<file path="src/rtl/seven_segment_scan_driver_pkg.sv">
// -----------------------------------------------------------------------------
// seven_seg_pkg
// Shared constants and types for the 4-digit seven-segment scan driver.
//   NUM_DIGITS  : number of multiplexed digits on the board
//   SEG_OFF     : all segments and DP dark (active-low)
//   ANODES_OFF  : all anodes disabled (active-low)
//   SEG_BLANK   : g..a dark, used for leading-zero blanking
//   SEG_TABLE   : hex nibble -> active-low g..a pattern
//   scan_state_t: scan FSM encoding
//   snapshot_t  : per-frame copy of the display inputs
// -----------------------------------------------------------------------------
package seven_seg_pkg;

  localparam int         NUM_DIGITS = 4;
  localparam logic [7:0] SEG_OFF    = 8'hFF;
  localparam logic [3:0] ANODES_OFF = 4'hF;
  localparam logic [6:0] SEG_BLANK  = 7'h7F;

  // Index is the nibble value; bit 0 is segment a, bit 6 is segment g.
  localparam logic [6:0] SEG_TABLE [16] = '{
    7'h40, 7'h79, 7'h24, 7'h30, 7'h19, 7'h12, 7'h02, 7'h78,
    7'h00, 7'h10, 7'h08, 7'h03, 7'h46, 7'h21, 7'h06, 7'h0E
  };

  typedef enum logic {
    IDLE = 1'b0,
    SCAN = 1'b1
  } scan_state_t;

  typedef struct packed {
    logic [4*NUM_DIGITS-1:0] digits;
    logic [NUM_DIGITS-1:0]   dots;
    logic                    blank_lz;
  } snapshot_t;

endpackage

</file>
<file path="src/rtl/seven_segment_scan_driver_if.sv">
// -----------------------------------------------------------------------------
// seven_segment_scan_driver_if
// Display-side signal bundle between the bus interface registers and the
// scan driver.
//   DIGIT_IN   : 16-bit display word, [3:0] = digit 0 (rightmost)
//   DOT_IN     : decimal point enables, bit k = digit k, 1 = lit
//   BLANK_LZ   : 1 = leading-zero blanking enabled
//   SEG_SELECT : anode enables, active-low, bit k = digit k
//   HEX_OUT    : segments, active-low, [6:0] = g..a, [7] = DP
// master: the register block driving the display word
// slave : the scan driver consuming it and driving the board pins
// -----------------------------------------------------------------------------
interface seven_segment_scan_driver_if;
  import seven_seg_pkg::*;

  logic [4*NUM_DIGITS-1:0] DIGIT_IN;
  logic [NUM_DIGITS-1:0]   DOT_IN;
  logic                    BLANK_LZ;
  logic [NUM_DIGITS-1:0]   SEG_SELECT;
  logic [7:0]              HEX_OUT;

  modport master (
    output DIGIT_IN, DOT_IN, BLANK_LZ,
    input  SEG_SELECT, HEX_OUT
  );

  modport slave (
    input  DIGIT_IN, DOT_IN, BLANK_LZ,
    output SEG_SELECT, HEX_OUT
  );

endinterface

</file>
<file path="src/rtl/seven_segment_scan_driver_decoder.sv">
// -----------------------------------------------------------------------------
// seven_seg_decoder
// Purely combinational nibble -> active-low segment pattern.
//   nibble  : hex value to show
//   dot     : 1 = decimal point lit
//   blank   : 1 = force g..a dark (DP still follows 'dot')
//   pattern : [6:0] = g..a, [7] = DP, all active-low
// -----------------------------------------------------------------------------
module seven_seg_decoder
  import seven_seg_pkg::*;
(
  input  logic [3:0] nibble,
  input  logic       dot,
  input  logic       blank,
  output logic [7:0] pattern
);

  assign pattern[7]   = ~dot;
  assign pattern[6:0] = blank ? SEG_BLANK : SEG_TABLE[nibble];

endmodule

</file>
<file path="src/rtl/seven_segment_scan_driver.sv">
// -----------------------------------------------------------------------------
// seven_segment_scan_driver
// Time-multiplexes a 16-bit hex word onto a 4-digit common-anode display.
// Inputs are snapshotted once per frame so a frame never mixes two words.
// Each digit slot starts with GUARD_CYCLES of all-anodes-off to avoid ghosting.
//   CLK   : system clock
//   RESET : synchronous, active-high reset
//   disp  : slave side of the display bundle (DIGIT_IN, DOT_IN, BLANK_LZ in;
//           SEG_SELECT, HEX_OUT out, both registered)
// -----------------------------------------------------------------------------
module seven_segment_scan_driver
  import seven_seg_pkg::*;
#(
  parameter int REFRESH_DIV  = 100000,
  parameter int DIV_WIDTH    = 17,
  parameter int GUARD_CYCLES = 2
) (
  input  logic                        CLK,
  input  logic                        RESET,
  seven_segment_scan_driver_if.slave  disp
);

  localparam logic [DIV_WIDTH-1:0] DIV_LAST   = DIV_WIDTH'(REFRESH_DIV - 1);
  localparam bit                   HAS_GUARD  = (GUARD_CYCLES > 0);
  localparam logic [DIV_WIDTH-1:0] GUARD_LAST = HAS_GUARD ? DIV_WIDTH'(GUARD_CYCLES - 1) : '0;
  localparam logic [1:0]           IDX_LAST   = 2'(NUM_DIGITS - 1);

  logic [DIV_WIDTH-1:0] prescaler;
  logic                 tick;
  scan_state_t          state, state_next;
  logic [1:0]           idx, idx_next;
  snapshot_t            snap, snap_next, live;
  logic [3:0]           sel_q, sel_next;
  logic [7:0]           hex_q, hex_next;
  logic [3:0]           dec_nibble;
  logic                 dec_dot;
  logic                 dec_blank;
  logic [7:0]           dec_pattern;

  assign tick = (prescaler == DIV_LAST);

  assign live.digits   = disp.DIGIT_IN;
  assign live.dots     = disp.DOT_IN;
  assign live.blank_lz = disp.BLANK_LZ;

  // Prescaler free-runs from reset; its wrap edge is the slot tick.
  always_ff @(posedge CLK) begin
    if (RESET) begin
      prescaler <= '0;
    end else if (tick) begin
      prescaler <= '0;
    end else begin
      prescaler <= prescaler + DIV_WIDTH'(1);
    end
  end

  // Scan FSM: the snapshot is reloaded only when a frame starts at digit 0.
  always_comb begin
    state_next = state;
    idx_next   = idx;
    snap_next  = snap;
    if (tick) begin
      unique case (state)
        IDLE: begin
          snap_next  = live;
          idx_next   = '0;
          state_next = SCAN;
        end
        SCAN: begin
          if (idx == IDX_LAST) begin
            snap_next = live;
            idx_next  = '0;
          end else begin
            idx_next = idx + 2'd1;
          end
        end
        default: state_next = IDLE;
      endcase
    end
  end

  // Decode from the next-slot values so the pattern is registered on the tick
  // edge itself; a digit is blank when it and every higher nibble are zero.
  assign dec_nibble = snap_next.digits[{idx_next, 2'b00} +: 4];
  assign dec_dot    = snap_next.dots[idx_next];
  assign dec_blank  = snap_next.blank_lz && (idx_next != 2'd0) &&
                      ((snap_next.digits >> {idx_next, 2'b00}) == '0);

  seven_seg_decoder u_decoder (
    .nibble  (dec_nibble),
    .dot     (dec_dot),
    .blank   (dec_blank),
    .pattern (dec_pattern)
  );

  // Anodes go dark at the tick and light once the guard window has elapsed.
  always_comb begin
    hex_next = hex_q;
    sel_next = sel_q;
    if (tick) begin
      hex_next = dec_pattern;
      sel_next = HAS_GUARD ? ANODES_OFF : ~(4'b0001 << idx_next);
    end else if (HAS_GUARD && (state == SCAN) && (prescaler == GUARD_LAST)) begin
      sel_next = ~(4'b0001 << idx);
    end
  end

  always_ff @(posedge CLK) begin
    if (RESET) begin
      state <= IDLE;
      idx   <= '0;
      snap  <= '0;
      hex_q <= SEG_OFF;
      sel_q <= ANODES_OFF;
    end else begin
      state <= state_next;
      idx   <= idx_next;
      snap  <= snap_next;
      hex_q <= hex_next;
      sel_q <= sel_next;
    end
  end

  assign disp.HEX_OUT    = hex_q;
  assign disp.SEG_SELECT = sel_q;

endmodule

</file>
<file path="src/flat_wrapper.sv">
// flat-port wrapper written by rule: the top's interface ports become plain ports
module seven_segment_scan_driver_flat import seven_seg_pkg::*;
#(
  parameter int REFRESH_DIV  = 100000,
  parameter int DIV_WIDTH    = 17,
  parameter int GUARD_CYCLES = 2
)
  (CLK, RESET, disp_DIGIT_IN, disp_DOT_IN, disp_BLANK_LZ, disp_SEG_SELECT, disp_HEX_OUT);
  seven_segment_scan_driver_if disp_i ();
  input  logic CLK;
  input  logic RESET;
  input wire logic [$bits(disp_i.DIGIT_IN)-1:0] disp_DIGIT_IN;
  input wire logic [$bits(disp_i.DOT_IN)-1:0] disp_DOT_IN;
  input wire logic [$bits(disp_i.BLANK_LZ)-1:0] disp_BLANK_LZ;
  output wire logic [$bits(disp_i.SEG_SELECT)-1:0] disp_SEG_SELECT;
  output wire logic [$bits(disp_i.HEX_OUT)-1:0] disp_HEX_OUT;
  assign disp_i.DIGIT_IN = disp_DIGIT_IN;
  assign disp_i.DOT_IN = disp_DOT_IN;
  assign disp_i.BLANK_LZ = disp_BLANK_LZ;
  assign disp_SEG_SELECT = disp_i.SEG_SELECT;
  assign disp_HEX_OUT = disp_i.HEX_OUT;
  seven_segment_scan_driver #(.REFRESH_DIV(REFRESH_DIV), .DIV_WIDTH(DIV_WIDTH), .GUARD_CYCLES(GUARD_CYCLES)) u_core (.CLK(CLK), .RESET(RESET), .disp(disp_i));
endmodule
</file>
<file path="config.mk">
export PLATFORM = sky130hd
export DESIGN_NAME = seven_segment_scan_driver_flat
export DESIGN_NICKNAME = d
export VERILOG_FILES = /design/src/rtl/seven_segment_scan_driver_pkg.sv /design/src/rtl/seven_segment_scan_driver_if.sv /design/src/rtl/seven_segment_scan_driver_decoder.sv /design/src/rtl/seven_segment_scan_driver.sv /design/src/flat_wrapper.sv
export SDC_FILE = /design/constraint.sdc
export NUM_CORES = 1
export LEC_CHECK = 0
export BUFFER_PORTS_ARGS = -buffer_cell sky130_fd_sc_hd__buf_4
export CELL_PAD_IN_SITES_DETAIL_PLACEMENT = 2
export CELL_PAD_IN_SITES_GLOBAL_PLACEMENT = 2
export CORE_MARGIN = 3
export CORE_UTILIZATION = 38
export CTS_CLUSTER_SIZE = 30
export DETAILED_ROUTE_END_ITERATION = 10
export PLACE_DENSITY_LB_ADDON = 0.1
export SYNTH_ARGS = -nofsm -noshare
export SYNTH_HDL_FRONTEND = slang
export SYNTH_HIERARCHICAL = 1
export SYNTH_SLANG_ARGS = --single-unit
</file>
<file path="constraint.sdc">
create_clock -name CLK -period 9.4 [get_ports CLK]
set_input_delay 1.88 -clock CLK [delete_from_list [all_inputs] [get_ports CLK]]
set_output_delay 1.88 -clock CLK [all_outputs]
set_load 0.005 [all_outputs]
</file>
==> Word level (Yosys, flattened, before mapping) <==
Memory sizes are Yosys's and may differ from the RTL's.
Cells that the tools add are included.
{ "word_totals": {"ff_bits": 53, "rom_bits": 112, "output_inout_bits": 12, "n_memories": 1} }
{ "mem_list": {"columns": ["name", "words", "word_bits", "rd", "rd_clocked_by_memory_dff", "wr", "line_no", "source"], "rows": [
  ["(no name shown)", 16, 7, 1, 0, 0, "seven_segment_scan_driver_decoder.sv:19", "assign pattern[6:0] = blank ? SEG_BLANK : SEG_TABLE[nibble];"]
]} }
{ "classes": {"addsub": 2, "n_lt_le_gt_ge": 2, "eq_ne": 3, "shifts": 3, "muxes": 11, "bitwise": 4, "n_reduce_logical": 6} }
{ "ops": {"columns": ["op", "n"], "rows": [
  ["$mux 21", 2],
  ["$pmux 21 s2", 1],
  ["$mux 7", 3],
  ["$add 17x1->17 const B", 1],
  ["$eq 17x1->1 const B", 1],
  ["$eq 17x17->1 const B", 1],
  ["$logic_not 16->1", 1],
  ["$shiftx 16x5->4", 1],
  ["$shr 16x4->16", 1],
  ["$ge 5x5->1 const B", 1],
  ["$not 4->5", 1],
  ["$mux 2", 2],
  ["$not 4->4", 1],
  ["$pmux 2 s2", 1],
  ["$shl 1x2->4 const A", 1],
  ["$logic_and 1x1->1", 3],
  ["$lt 2x3->1 const B", 1],
  ["$add 2x1->2 const B", 1],
  ["$bmux 1 s2", 1],
  ["$eq 2x2->1 const B", 1],
  ["$not 1->1", 2],
  ["$reduce_bool 2->1", 1],
  ["$reduce_or 2->1", 1],
  ["$mux 1", 1]
]} }

==> Longest topological paths before layout <==
{ "depth": {"ltp_word": 10, "ltp_mapped": 13} }

==> Cells and area by module <==
The synthesis kept the hierarchy.
{ "by_module_without_submodules": {"columns": ["mod", "n_inst", "cells_per_inst", "area_per_inst_um2", "seq_area_each_um2"], "rows": [
  ["seven_segment_scan_driver", 1, 324, 2713.9, 1061.0],
  ["seven_seg_decoder", 1, 36, 302.8, 0.0]
]} }

==> Worst setup path after synthesis <==
Ideal clock, no wire load.
{ "synth_timing": {"path_kind": "in2reg", "startpoint": "input port disp_DIGIT_IN[12]", "endpoint": "register u_core.hex_q[1] (netlist: u_core/disp.HEX_OUT[1])", "arrival_ns": 4.130, "setup_slack_ns": 5.151, "path_stages": 8, "path_buffers": 0, "cell_sequence": "nor2_1 a21o_1 o32ai_1 inv_1 ha_1 or2_2 a311o_1 a211o_1"} }
{ "synth_between": {"elab_chain_len": 9, "elab_cells_between_ends": 12, "classes_between": "shift (2); mux (6); bitwise (1); reduce/logical (2); memory (1)"} }
{ "synth_rtl": {"columns": ["item", "line_no", "source"], "rows": [
  ["from (decl)", "flat_wrapper.sv:12", "input wire logic [$bits(disp_i.DIGIT_IN)-1:0] disp_DIGIT_IN;"],
  ["$mux 21", "seven_segment_scan_driver.sv:70", "if (idx == IDX_LAST) begin"],
  ["$pmux 21 s2 (*)", "seven_segment_scan_driver.sv:63", "unique case (state)"],
  ["$mux 21 (*)", "seven_segment_scan_driver.sv:62", "if (tick) begin"],
  ["$shiftx 16x5->4 (*)", "seven_segment_scan_driver.sv:84", "assign dec_nibble = snap_next.digits[{idx_next, 2'b00} +: 4];"],
  ["net u_core.dec_nibble[0]", "seven_segment_scan_driver.sv:35", "logic [3:0] dec_nibble;"],
  ["$not 4->5 (implied by the code) (*)", "seven_segment_scan_driver_decoder.sv:19", null],
  ["$mem_v2 16x7 (*)", null, null],
  ["$mux 7 (implied by the code) (*) (2 in a row)", "seven_segment_scan_driver_decoder.sv:19", null],
  ["$mux 7 (*)", "seven_segment_scan_driver_decoder.sv:19", null],
  ["net u_core.dec_pattern[1]", "seven_segment_scan_driver.sv:38", "logic [7:0] dec_pattern;"],
  ["to (signal assigned)", "seven_segment_scan_driver.sv:119", "hex_q <= hex_next;"],
  ["to (decl)", "seven_segment_scan_driver.sv:34", "logic [7:0] hex_q, hex_next;"]
]} }
The timed path passes the listed nets; every way through them passes the cells marked *. The select of a mux whose other input is x is not followed.
A chain may end at the register's enable or synchronous reset.

==> Final worst setup path <==
{ "layout_timing": {"startpoint": "register u_core.prescaler[11]", "endpoint": "register u_core.hex_q[1] (netlist: u_core/disp.HEX_OUT[1])"} }
{ "layout_between": {"elab_chain_len": 8, "elab_cells_between_ends": 14, "classes_between": "eq/ne (1); shift (2); mux (5); bitwise (1); reduce/logical (4); memory (1)"} }
{ "layout_rtl": {"columns": ["item", "line_no", "source"], "rows": [
  ["from (decl)", "seven_segment_scan_driver.sv:28", "logic [DIV_WIDTH-1:0] prescaler;"],
  ["from (signal assigned)", "seven_segment_scan_driver.sv:53", "prescaler <= prescaler + DIV_WIDTH'(1);"],
  ["$eq 17x17->1 (*)", "seven_segment_scan_driver.sv:40", "assign tick = (prescaler == DIV_LAST);"],
  ["$mux 21 / $mux 2 (equally long branches)", "seven_segment_scan_driver.sv:62", null],
  ["$shiftx 16x5->4 (*)", "seven_segment_scan_driver.sv:84", null],
  ["net u_core.dec_nibble[0]", "seven_segment_scan_driver.sv:35", null],
  ["$not 4->5 (implied by the code) (*)", "seven_segment_scan_driver_decoder.sv:19", null],
  ["$mem_v2 16x7 (*)", null, null],
  ["$mux 7 (implied by the code) (*) (2 in a row)", "seven_segment_scan_driver_decoder.sv:19", null],
  ["$mux 7 (*)", "seven_segment_scan_driver_decoder.sv:19", null],
  ["net u_core.dec_pattern[1]", "seven_segment_scan_driver.sv:38", null]
]} }
Marks and branches as above.

==> flow_summary.ini <==
[outcome]
outcome = finished, final reports clean

[grt]
grt_max_degree = 36
grt_first_pass_wirelength_mm = 14.3
antenna_found_initial = 0
grt_use_total_pct = 20.0
overflow = 0
grt_pass1_vias = 2787

[place]
portBuffers = 34
gp_congestion = 0.818
dpl.hpwl_mm = 6.13

[clocking]
cts.sinks = 53
htreeDepth = 2
clkTransAtPathRegs_ps = 100
root_buffer = clkbuf_8
cts_setup_buffers = 0
cts-buffers-inserted = 5
clk_path_buf_depth = 2
hold_buffers = 0
clk_latency_ps = 310
cts_tree = yes
cts-resized-gates = 0

[worst_setup_path]
worstPathArrival_ps = 5180
worstSetupStartpoint = u_core/prescaler[11]
cp_slowest_stage_delay_ps = 960
reg2reg_from = u_core/prescaler[11]
crit_chain = or4_4, nor4_4, mux2i_1, nor2_1, o32ai_1, inv_1, ha_1, or2_2, a311o_1, a211o_1
crit_buf_inv = 1
critPathMaxFanout = 14
worstSetupEndpointType = flop
crit_cells = 10
cp_top_family = simple AND/OR/NAND/NOR gates
crit_type = flop to flop
critical_path.slowest_cell = o32ai_1
crit_required_ps = 9610
start_kind = flop
reg2regPathDepth = 10

[sta]
max_slew_margin_pct = 25.3
fin_crit_sh_pct = 52.9
period_needed_ps = 4980
hold_viol = 0
fin_worst_skew_ps = 11.8
worstMarginPinSlew_ps = 1120
rsz0062_at_grt = false
fmax_mhz = 201
maxSlewViolCount = 0
finalSetupViolCount = 0
setup_tns_ps = 0

[floorplan]
design.portCount = 35
core.rowCount = 31
initial_core_util_pct = 40.3
design.core.area_um2 = 7490
die_h_um = 95.1
chipWidth_um = 95.1
die_area_um2 = 9040

[route]
avgViaCountPerCell = 5.40
drt_iter0_drc = 84
finalWirelength_mm = 8.48
remaining_drc_errors = 0
routedWlPerCell_um = 17.5
vias = 2619
dr.pass1.iters = 4
ant_nets = 0

[synthesis]
ys_seq_elements = 53
synth_nets = 396
synth_edf_count = 0
ys_seq_area_share_pct = 35.2
syn_avg_cell_area_um2 = 8.38
ys.flop_type = dfxtp_1
ys_types = 49
netlist_area_um2 = 3020
synthCells = 360
async_flop_share_pct = 0
yosys_warnings = 6

[min_path]
min_path_cells = 2
worstHoldPathType = flop to flop
hp-start = u_core/snap[2]

[power_and_ir_drop]
powerDensity_nw_per_um2 = 119
p_leak_nw = 1.31
total_power_w = 0.000407
peakVddDrop_uv = 62.6

[job]
maxCapViolations = 0

[layout]
diodes = 0
syn_to_final_growth_pct = 13.4
drive_above_1_share_pct = 14.5
layout_commonest_cell = dfxtp_1
most-common-layout-cells = dfxtp_1, nor2_1, nand2_1, buf_4, mux2i_1
final_nets = 421
## synth_stat cells, types with 3 or more instances
| cell | number | area [um^2] |
|---|---|---|
| o221ai_1 | 4 | 35.0 |
| mux2i_1 | 26 | 260 |
| xnor2_1 | 6 | 52.6 |
| inv_1 | 17 | 63.8 |
| nand2_1 | 48 | 180 |
| a211o_1 | 9 | 78.8 |
| xor2_1 | 9 | 78.8 |
| nand3_1 | 9 | 45.0 |
| buf_6 | 4 | 45.0 |
| a21oi_1 | 20 | 100 |
| ha_1 | 13 | 163 |
| dfxtp_1 | 53 | 1060 |
| and3_1 | 3 | 18.8 |
| nor3_1 | 8 | 40.0 |
| buf_2 | 3 | 15.0 |
| o211ai_1 | 3 | 22.5 |
| nor4_2 | 3 | 37.5 |
| nor2b_1 | 12 | 75.1 |
| nand4_1 | 5 | 31.3 |
| clkbuf_1 | 10 | 37.5 |
| nor2_1 | 49 | 184 |
| a211oi_1 | 3 | 22.5 |
| nand2b_1 | 7 | 43.8 |
## cell type report
cell class | instances | area (um^2)
clock buffers | 7 | 86.3
clock inverters | 1 | 30.0
fillers | 860 | 4060
inverters | 17 | 63.8
multi-input cells | 272 | 1790
flip-flops and latches | 53 | 1060
well taps | 99 | 124
repair buffers | 36 | 270
## kinds of logic (layout without fill, tap and decap cells)
kind of cell    after synthesis  in the layout  share of synthesized area, %
mux                          31             31                          10.6
compound gates               54             54                          12.7
buf+inv                      35             61                          5.60
xor+xnor                     15             15                          4.36
fa+ha+maj                    13             13                          5.39
simple gates                159            159                          26.2
flops                        53             53                          35.2
## worst register-to-register path, delay by kind of cell, from the launching register on
| family | cells | cell delay, ps |
|---|---|---|
| flops | 1 | 360 |
| compound gates | 3 | 1530 |
| buf+inv | 1 | 260 |
| fa+ha+maj | 1 | 350 |
| mux | 1 | 600 |
| simple gates | 4 | 1790 |
## where the power goes
group	switching, W	leakage (nW)	total [W]	internal, W
combinational	0.00000938	0.822	0.0000177	0.00000836
clock	0.0000754	0.0585	0.000162	0.0000870
sequential	0.00000117	0.428	0.000227	0.000225
total	0.0000859	1.31	0.000407	0.000321
## path summary, 6_finish.rpt
| kind | slack, ps | to |
|---|---|---|
| setup / recovery | 4420 | u_core/disp.HEX_OUT[1] |
| hold / removal | 460 | u_core/snap[2] |
| setup reg to reg | 4420 | u_core/disp.HEX_OUT[1] |
| hold reg to reg | 460 | u_core/snap[2] |
## routing by layer
layer  up-vias  global-route usage (%)  part of all wire (%)
li1       1285                       -                     -
met1      1298                    26.4                    47
met2        32                    34.3                    50
met3         4                    3.47                   2.7
met4         0                    3.61                  0.54
met5         -                       0                     0
## registers in the layout, indices dropped and copies added, names as in the netlist
register / cells
u_core/idx: 2
u_core/state: 1
u_core/disp.SEG_SELECT: 4
u_core/disp.HEX_OUT: 8
u_core/snap: 21
u_core/prescaler: 17
## stage by stage
stage	hold WS (ps)	area, um^2	instances	utilization, %	worst slack, ps
after global routing	480	3420	485	45.7	4010
after floorplan	430	3020	360	-	5150
final	463	3420	485	45.7	4420
after detailed placement	446	3310	477	44.2	4460
after global placement	441	3310	477	44.2	4710
after CTS	460	3420	485	45.7	4440
Note: power is estimated with default switching activity, not from simulation.
